$ cat src/rtl/pe_feed_pkg.sv
// rtl/pe_feed_pkg.sv - shared state type and counter sizing for the PE array feeder
package pe_feed_pkg;
    localparam int DEF_DATA_WIDTH = 32;
    localparam int DEF_ROWS       = 9;
    localparam int DEF_COLS       = 8;
    localparam int DEF_MAC_LAT    = 10;

    function automatic int cnt_w(input int n);
        return (n > 1) ? $clog2(n) : 1;
    endfunction

    localparam int ROW_CNT_W   = cnt_w(DEF_ROWS);
    localparam int COL_CNT_W   = cnt_w(DEF_COLS);
    localparam int DRAIN_MAX   = DEF_ROWS - 1 + DEF_COLS + DEF_MAC_LAT;
    localparam int DRAIN_CNT_W = cnt_w(DRAIN_MAX + 1);

    typedef enum logic [2:0] {
        S_IDLE,
        S_LOAD_W,
        S_W_COMMIT,
        S_STREAM,
        S_F_LAUNCH,
        S_DRAIN,
        S_DONE
    } feed_state_t;
endpackage

$ cat src/rtl/pe_array_feeder_if.sv
// rtl/pe_array_feeder_if.sv - weight and fmap valid/ready streams into the feeder
interface pe_array_feeder_if #(
    parameter int DATA_WIDTH = pe_feed_pkg::DEF_DATA_WIDTH
);
    logic [DATA_WIDTH-1:0] w_data;
    logic                  w_valid;
    logic                  w_ready;
    logic [DATA_WIDTH-1:0] f_data;
    logic                  f_valid;
    logic                  f_ready;

    modport master (output w_data, w_valid, f_data, f_valid, input w_ready, f_ready);
    modport slave  (input w_data, w_valid, f_data, f_valid, output w_ready, f_ready);
endinterface

$ cat src/rtl/pe_skew_line.sv
// rtl/pe_skew_line.sv - DEPTH-stage shift of {en,data}; DEPTH=0 passes straight through
module pe_skew_line #(
    parameter int DEPTH      = 0,
    parameter int DATA_WIDTH = 32
) (
    input  logic                  i_clk,
    input  logic                  i_rest_n,
    input  logic                  i_en,
    input  logic [DATA_WIDTH-1:0] i_data,
    output logic                  o_en,
    output logic [DATA_WIDTH-1:0] o_data
);
    if (DEPTH == 0) begin : g_wire
        logic w_unused_clk;
        assign w_unused_clk = i_clk ^ i_rest_n;
        assign o_en   = i_en;
        assign o_data = i_data;
    end else begin : g_shift
        logic [DATA_WIDTH:0] r_sr [DEPTH];

        always_ff @(posedge i_clk or negedge i_rest_n) begin
            if (!i_rest_n) begin
                for (int i = 0; i < DEPTH; i++) r_sr[i] <= '0;
            end else begin
                r_sr[0] <= {i_en, i_data};
                for (int i = 1; i < DEPTH; i++) r_sr[i] <= r_sr[i-1];
            end
        end

        assign {o_en, o_data} = r_sr[DEPTH-1];
    end
endmodule

$ cat src/rtl/pe_array_feeder.sv
// rtl/pe_array_feeder.sv - weight loader and skewed fmap launcher for the MPE array; PE_ARRAY_FEEDER_PERF_EN adds o_stall_cnt
module pe_array_feeder
    import pe_feed_pkg::*;
#(
    parameter int DATA_WIDTH = DEF_DATA_WIDTH,
    parameter int ROWS       = DEF_ROWS,
    parameter int COLS       = DEF_COLS,
    parameter int MAC_LAT    = DEF_MAC_LAT
) (
    input  logic                       i_clk,
    input  logic                       i_rest_n,
    input  logic                       i_start,
    input  logic [15:0]                i_num_vec,
    pe_array_feeder_if.slave           s_if,
    output logic [COLS*DATA_WIDTH-1:0] o_weight_top,
    output logic [ROWS-1:0]            o_weight_en,
    output logic [ROWS*DATA_WIDTH-1:0] o_fmap_left,
    output logic [ROWS-1:0]            o_left_en,
    output logic [ROWS-1:0]            o_right_en,
    output logic                       o_busy,
    output logic                       o_done
`ifdef PE_ARRAY_FEEDER_PERF_EN
    ,
    output logic [31:0]                o_stall_cnt
`endif
);
    localparam int RW   = cnt_w(ROWS);
    localparam int CW   = cnt_w(COLS);
    localparam int DMAX = ROWS - 1 + COLS + MAC_LAT;
    localparam int DRW  = cnt_w(DMAX + 1);

    feed_state_t               r_state, w_next;
    logic [CW-1:0]             r_col_cnt;
    logic [RW-1:0]             r_row_cnt, r_fk_cnt;
    logic [15:0]               r_num_vec, r_vec_cnt;
    logic [DRW-1:0]            r_drain;
    logic [DATA_WIDTH-1:0]     r_w_stage [COLS];
    logic [DATA_WIDTH-1:0]     r_f_stage [ROWS];
    logic [COLS*DATA_WIDTH-1:0] r_weight_hold, w_weight_row;
    logic                      w_launch, w_w_ready, w_f_ready;

    always_comb begin
        w_next    = r_state;
        w_w_ready = 1'b0;
        w_f_ready = 1'b0;
        w_launch  = 1'b0;
        case (r_state)
            S_IDLE:     if (i_start) w_next = S_LOAD_W;
            S_LOAD_W: begin
                w_w_ready = 1'b1;
                if (s_if.w_valid && r_col_cnt == CW'(COLS-1)) w_next = S_W_COMMIT;
            end
            S_W_COMMIT: begin
                if (r_row_cnt == RW'(ROWS-1))
                    w_next = (r_num_vec == 16'd0) ? S_DRAIN : S_STREAM;
                else
                    w_next = S_LOAD_W;
            end
            S_STREAM: begin
                w_f_ready = 1'b1;
                if (s_if.f_valid && r_fk_cnt == RW'(ROWS-1)) w_next = S_F_LAUNCH;
            end
            S_F_LAUNCH: begin
                w_launch = 1'b1;
                w_next   = (r_vec_cnt + 16'd1 == r_num_vec) ? S_DRAIN : S_STREAM;
            end
            // counter reaches zero on the same edge that enters DONE
            S_DRAIN:    if (r_drain == DRW'(1)) w_next = S_DONE;
            S_DONE:     w_next = S_IDLE;
            default:    w_next = S_IDLE;
        endcase
    end

    always_ff @(posedge i_clk or negedge i_rest_n) begin
        if (!i_rest_n) begin
            r_state       <= S_IDLE;
            r_col_cnt     <= '0;
            r_row_cnt     <= '0;
            r_fk_cnt      <= '0;
            r_num_vec     <= '0;
            r_vec_cnt     <= '0;
            r_drain       <= '0;
            r_weight_hold <= '0;
            for (int c = 0; c < COLS; c++) r_w_stage[c] <= '0;
            for (int r = 0; r < ROWS; r++) r_f_stage[r] <= '0;
        end else begin
            r_state <= w_next;
            case (r_state)
                S_IDLE: if (i_start) begin
                    r_num_vec <= i_num_vec;
                    r_vec_cnt <= '0;
                    r_row_cnt <= '0;
                    r_col_cnt <= '0;
                    r_fk_cnt  <= '0;
                end
                S_LOAD_W: if (s_if.w_valid) begin
                    r_w_stage[r_col_cnt] <= s_if.w_data;
                    r_col_cnt <= (r_col_cnt == CW'(COLS-1)) ? '0 : r_col_cnt + CW'(1);
                end
                S_W_COMMIT: begin
                    r_weight_hold <= w_weight_row;
                    r_row_cnt     <= r_row_cnt + RW'(1);
                end
                S_STREAM: if (s_if.f_valid) begin
                    r_f_stage[r_fk_cnt] <= s_if.f_data;
                    r_fk_cnt <= (r_fk_cnt == RW'(ROWS-1)) ? '0 : r_fk_cnt + RW'(1);
                end
                S_F_LAUNCH: r_vec_cnt <= r_vec_cnt + 16'd1;
                S_DRAIN:    r_drain   <= r_drain - DRW'(1);
                default: ;
            endcase
            if (w_next == S_DRAIN && r_state != S_DRAIN) r_drain <= DRW'(DMAX);
        end
    end

    always_comb begin
        w_weight_row = '0;
        for (int c = 0; c < COLS; c++) w_weight_row[c*DATA_WIDTH +: DATA_WIDTH] = r_w_stage[c];
    end

    assign o_weight_top = (r_state == S_W_COMMIT) ? w_weight_row : r_weight_hold;
    assign o_weight_en  = (r_state == S_W_COMMIT) ? (ROWS'(1) << r_row_cnt) : '0;
    assign s_if.w_ready = w_w_ready;
    assign s_if.f_ready = w_f_ready;
    assign o_busy       = (r_state != S_IDLE);
    assign o_done       = (r_state == S_DONE);

    wire [ROWS-1:0]            w_left_en;
    wire [ROWS*DATA_WIDTH-1:0] w_fmap_left;

    // row r sees the launched vector r+1 cycles after F_LAUNCH: r skew stages plus the output register
    for (genvar r = 0; r < ROWS; r++) begin : g_row
        logic                  w_sk_en;
        logic [DATA_WIDTH-1:0] w_sk_data;
        logic                  r_en;
        logic [DATA_WIDTH-1:0] r_data;

        pe_skew_line #(.DEPTH(r), .DATA_WIDTH(DATA_WIDTH)) u_skew (
            .i_clk    (i_clk),
            .i_rest_n (i_rest_n),
            .i_en     (w_launch),
            .i_data   (r_f_stage[r]),
            .o_en     (w_sk_en),
            .o_data   (w_sk_data)
        );

        always_ff @(posedge i_clk or negedge i_rest_n) begin
            if (!i_rest_n) begin
                r_en   <= 1'b0;
                r_data <= '0;
            end else begin
                r_en <= w_sk_en;
                if (w_sk_en) r_data <= w_sk_data;
            end
        end

        assign w_left_en[r] = r_en;
        assign w_fmap_left[r*DATA_WIDTH +: DATA_WIDTH] = r_data;
    end

    assign o_left_en   = w_left_en;
    assign o_right_en  = w_left_en;
    assign o_fmap_left = w_fmap_left;

`ifdef PE_ARRAY_FEEDER_PERF_EN
    logic [31:0] r_stall_cnt;

    always_ff @(posedge i_clk or negedge i_rest_n) begin
        if (!i_rest_n) begin
            r_stall_cnt <= '0;
        end else if (r_state == S_IDLE && i_start) begin
            r_stall_cnt <= '0;
        end else if (r_state == S_STREAM && !s_if.f_valid && r_stall_cnt != '1) begin
            r_stall_cnt <= r_stall_cnt + 32'd1;
        end
    end

    assign o_stall_cnt = r_stall_cnt;
`endif
endmodule

$ cat src/flat_wrapper.sv
// flat-port wrapper written by rule: the top's interface ports become plain ports
module pe_array_feeder_flat import pe_feed_pkg::*;
#(
    parameter int DATA_WIDTH = DEF_DATA_WIDTH,
    parameter int ROWS       = DEF_ROWS,
    parameter int COLS       = DEF_COLS,
    parameter int MAC_LAT    = DEF_MAC_LAT
)
  (i_clk, i_rest_n, i_start, i_num_vec, o_weight_top, o_weight_en, o_fmap_left, o_left_en, o_right_en, o_busy, o_done, s_if_w_data, s_if_w_valid, s_if_f_data, s_if_f_valid, s_if_w_ready, s_if_f_ready);
  pe_array_feeder_if #(.DATA_WIDTH(DATA_WIDTH)) s_if_i ();
  input  logic i_clk;
  input  logic i_rest_n;
  input  logic i_start;
  input  logic [15:0] i_num_vec;
  output logic [COLS*DATA_WIDTH-1:0] o_weight_top;
  output logic [ROWS-1:0] o_weight_en;
  output logic [ROWS*DATA_WIDTH-1:0] o_fmap_left;
  output logic [ROWS-1:0] o_left_en;
  output logic [ROWS-1:0] o_right_en;
  output logic o_busy;
  output logic o_done;
  input wire logic [$bits(s_if_i.w_data)-1:0] s_if_w_data;
  input wire logic [$bits(s_if_i.w_valid)-1:0] s_if_w_valid;
  input wire logic [$bits(s_if_i.f_data)-1:0] s_if_f_data;
  input wire logic [$bits(s_if_i.f_valid)-1:0] s_if_f_valid;
  output wire logic [$bits(s_if_i.w_ready)-1:0] s_if_w_ready;
  output wire logic [$bits(s_if_i.f_ready)-1:0] s_if_f_ready;
  assign s_if_i.w_data = s_if_w_data;
  assign s_if_i.w_valid = s_if_w_valid;
  assign s_if_i.f_data = s_if_f_data;
  assign s_if_i.f_valid = s_if_f_valid;
  assign s_if_w_ready = s_if_i.w_ready;
  assign s_if_f_ready = s_if_i.f_ready;
  pe_array_feeder #(.DATA_WIDTH(DATA_WIDTH), .ROWS(ROWS), .COLS(COLS), .MAC_LAT(MAC_LAT)) u_core (.i_clk(i_clk), .i_rest_n(i_rest_n), .i_start(i_start), .i_num_vec(i_num_vec), .s_if(s_if_i), .o_weight_top(o_weight_top), .o_weight_en(o_weight_en), .o_fmap_left(o_fmap_left), .o_left_en(o_left_en), .o_right_en(o_right_en), .o_busy(o_busy), .o_done(o_done));
endmodule
$ cat config.mk
export PLATFORM = sky130hd
export DESIGN_NAME = pe_array_feeder_flat
export DESIGN_NICKNAME = d
export VERILOG_FILES = /design/src/rtl/pe_feed_pkg.sv /design/src/rtl/pe_array_feeder_if.sv /design/src/rtl/pe_skew_line.sv /design/src/rtl/pe_array_feeder.sv /design/src/flat_wrapper.sv
export SDC_FILE = /design/constraint.sdc
export NUM_CORES = 2
export LEC_CHECK = 0
export BUFFER_PORTS_ARGS = -buffer_cell sky130_fd_sc_hd__buf_2
export CORE_UTILIZATION = 34
export DETAILED_ROUTE_END_ITERATION = 10
export PLACE_DENSITY = 0.51
export SETUP_SLACK_MARGIN = 0.5
export SYNTH_ARGS = -nofsm -noshare
export SYNTH_HDL_FRONTEND = slang
export SYNTH_SLANG_ARGS = --single-unit
$ cat constraint.sdc
create_clock -name i_clk -period 5.39 [get_ports i_clk]
set_clock_uncertainty 0.15 [all_clocks]
set_input_delay 0.2695 -clock i_clk [delete_from_list [all_inputs] [get_ports i_clk]]
set_output_delay 0.2695 -clock i_clk [all_outputs]
set_load 0.02 [all_outputs]
==> impl_metrics.json <==
{
  "status": "finished with violations",
  "violations": "design-rule violations",
  "stdcell_area_um2": 88800,
  "floorplan.initialDensity_pct": 34.2,
  "period_share_pct": 66.9,
  "placed_area_um2": 79500,
  "synthFlopType": "dfrtp_1",
  "critPathSlowestCell": "buf_12",
  "grt_max_degree": 163,
  "drive_gt1_share_pct": 44.1,
  "worst_slack_ns": 1.78,
  "slowest_delay_ns": 0.52,
  "rsz0062_at_grt": "no",
  "report.final.slew_viol_count": 0,
  "reg2reg_slack_ns": 2.45,
  "die_area_um2": 215000,
  "p_sw_mw": 11.9,
  "finalHoldViolations": 0,
  "die_y_um": 464,
  "syn_area_um2": 72600,
  "synth_edf_count": 0,
  "cts_buffer_depth": 3,
  "hold_path_class": "in -> async",
  "avgSynthCellArea_um2": 18.6,
  "drt_wl_total_mm": 170,
  "path_class": "reg -> out",
  "antenna_found_initial": 13,
  "fmax_mhz": 277,
  "grt_pass1_wl_mm": 254,
  "r2r_start": "u_core.r_state[2]",
  "post-place-ws_ns": 2.48,
  "core_area_um2": 212000,
  "finalSetupViolCount": 0,
  "ant_nets": 0,
  "cts.sinks": 2300,
  "synthDistinctLibCells": 61,
  "drv_cap": 0,
  "syn-instance-count": 3904,
  "combPwrFrac_pct": 14.6,
  "drtPass1Iterations": 8,
  "wl_per_cell_um": 21.7,
  "synth_nets": 4004,
  "cp-end-kind": "primary output",
  "leakage_nw": 46.2,
  "io_pins": 660,
  "ctsHtreeMaxLevel": 4,
  "swShare_pct": 26.4,
  "crit_fanout": 127,
  "synth_seq_cells": 2300,
  "grt_usage_pct": 16.0,
  "power_density_nw_per_um2": 508,
  "reg2reg_depth": 5,
  "cp-start-kind": "flip-flop",
  "nets": 4921,
  "finalSetupTns_ns": 0,
  "postCtsResizedCells": 0,
  "power.share.clock_pct": 36.3,
  "worstPathCellList": "or3b_4, buf_12, mux2_2, buf_2",
  "grt_remaining_overflow": 0,
  "first_iter_violations": 1912,
  "post-dp-hpwl_mm": 107,
  "via_per_inst": 4.44,
  "cp.arrival_ns": 3.19,
  "yosysSeqAreaShare_pct": 79.3,
  "post-route-drc-count": 198,
  "path_clk_slew_ns": 0.07,
  "post-route-min-period_ns": 3.61,
  "grt_pass1_vias": 37600,
  "syn_to_final_growth_pct": 22.3,
  "place.gp.congestion": 0.782,
  "vdd_drop_max_v": 0.000323,
  "row_count": 169,
  "ys_warn_count": 0,
  "async_flop_share_pct": 100,
  "via_count": 34800,
  "cts_buffers": 231,
  "clock-root-buffer": "clkbuf_16",
  "cp.required_ns": 4.97,
  "fp.dieW_um": 464,
  "worst_pin_slew_ns": 1.06,
  "cp_num_buf_inv": 2,
  "io_buffers": 659,
  "r2r-end": "u_core.r_w_stage[77]",
  "tritoncts": "done",
  "cpLargestDelayFamily": "buffers and inverters",
  "p_seq_share_pct": 49.1,
  "max-slew-margin-rel_pct": 29.1,
  "power.internal_mw": 33.2,
  "clk_latency_ns": 0.86
}
## logic make-up (layout without fill, tap and decap cells)
logic type | Yosys count | count (layout) | synth area share [%]
AND/OR/NAND/NOR | 243 | 243 | 1.68
flip-flops | 2300 | 2300 | 79.3
buffers and inverters | 169 | 1286 | 1.07
multiplexers | 1072 | 1072 | 16.6
other | 0 | 9 | 0
AO/OA/AOI/OAI | 80 | 80 | 0.729
adder cells (fa/ha/maj) | 15 | 15 | 0.259
XOR/XNOR | 25 | 25 | 0.322
## area by class of cell
cell class              instances  area [um2]
clock buffers                 340        6750
well taps                    2821        3530
fillers                     19100      123000
flip-flops and latches       2300       57600
inverters                      13        48.8
diodes                          9        22.5
repair buffers                840        5270
multi-input cells            1435       14300
clock inverters                93        1280
## layout by cell type, fill, tap and decap left out, drive strengths merged, types with 4 or more instances in the layout
cell type,Yosys,routed
a21oi,10,10
a31oi,6,6
and2,7,7
and3,4,4
buf,109,723
bufinv,0,17
clkbuf,47,340
clkinv,0,66
clkinvlp,0,6
dfrtp,2300,2300
diode,0,9
dlygate4sd3,0,117
ha,15,15
inv,13,17
mux2,1072,1072
nand2,136,136
nand2b,4,4
nand3,13,13
nand3b,5,5
nand4,6,6
nor2,26,26
nor3,9,9
nor3b,6,6
nor4,8,8
o21ai,30,30
o31ai,8,8
o41ai,4,4
or3,5,5
xnor2,14,14
xor2,10,10
## layer usage
layer	global-route usage, %	vias up	share of wire (%)
met2	26.4	659	50
li1	-	15100	-
met3	3.66	272	4.6
met1	20.4	18800	42
met4	6.38	0	3.7
met5	0	-	0
## power by group through the flow
stage	logic [mW]	registers, mW	clock network (mW)
2_1_floorplan	4.11	22.0	0
3_3_place_gp	6.41	22.3	0
3_5_place_dp	6.52	22.5	0
4_1_cts	6.70	22.2	16.9
5_1_grt	7.06	22.5	17.7
6_report	6.58	22.1	16.4
## synthesized netlist by cell type, types with 4 or more instances
master    count  share of area (%)
a21oi_1       9              0.062
a31oi_1       6              0.052
and2_1        5              0.043
and3_1        4              0.034
buf_1        51               0.26
buf_2        36               0.25
buf_4        18               0.19
buf_6         4              0.062
clkbuf_1     47               0.24
dfrtp_1    2300                 79
ha_1         15               0.26
inv_1        13              0.067
mux2_1        5              0.078
mux2_2     1067                 17
nand2_1     136               0.70
nand2b_1      4              0.034
nand3_1      13              0.090
nand3b_1      5              0.052
nand4_1       4              0.034
nor2_1       26               0.13
nor3_1        7              0.048
nor4_1        6              0.052
o21ai_0      29               0.20
o31ai_1       8              0.083
or3_1         5              0.043
xnor2_1      14               0.17
xor2_1       10               0.12
## worst register-to-register path: cells and delay by family, from the launching register on
family,cells,cell delay (ns)
buffers and inverters,1,0.50
muxes,1,0.37
DFF,1,0.51
and+or+nand+nor,3,1.27
## timing repair
action / 4_1_cts / 5_1_grt
buffers inserted: 0 / 0
hold buffers: 118 / 0
hold endpoints to repair: 1698 / 0
## flip-flops by register name (all words and copies together), names as in the netlist
register	flops
u_core.r_row_cnt	4
u_core.r_f_stage	288
u_core.r_col_cnt	3
u_core.r_w_stage	256
u_core.g_row.r_en	9
u_core.g_row.u_skew.g_shift.r_sr	928
u_core.g_row.u_skew.o_data	224
u_core.r_weight_hold	256
u_core.r_fk_cnt	4
u_core.g_row.r_data	288
u_core.r_drain	5
u_core.r_vec_cnt	16
u_core.r_state	3
u_core.r_num_vec	16
## how the worst max path moves through the flow
stage,startpoint,endpoint,slack (ns),cells after the start
6_report,u_core.r_state[1],o_weight_top[239],1.78,4
5_1_grt,u_core.r_state[1],o_weight_top[165],1.61,4
4_1_cts,u_core.r_state[1],o_weight_top[165],1.69,4
3_5_place_dp,u_core.r_state[2],u_core.r_vec_cnt[6],2.48,5
3_3_place_gp,u_core.r_state[1],u_core.r_drain[0],2.50,6
2_1_floorplan,u_core.r_state[2],o_weight_en[0],3.06,6
## metrics by stage
step | util [%] | cells | power, mW | hold WS, ns
global route | 41.9 | 7843 | 47.3 | 0.0875
floorplan | - | 3904 | 26.1 | -0.176
CTS | 41.8 | 7842 | 45.8 | 0.0599
finish | 41.9 | 7851 | 45.1 | 0.121
global placement | 37.5 | 7291 | 28.7 | 0.155
detailed placement | 37.5 | 7291 | 29.0 | 0.159
Power figures use the tool's default switching activity.
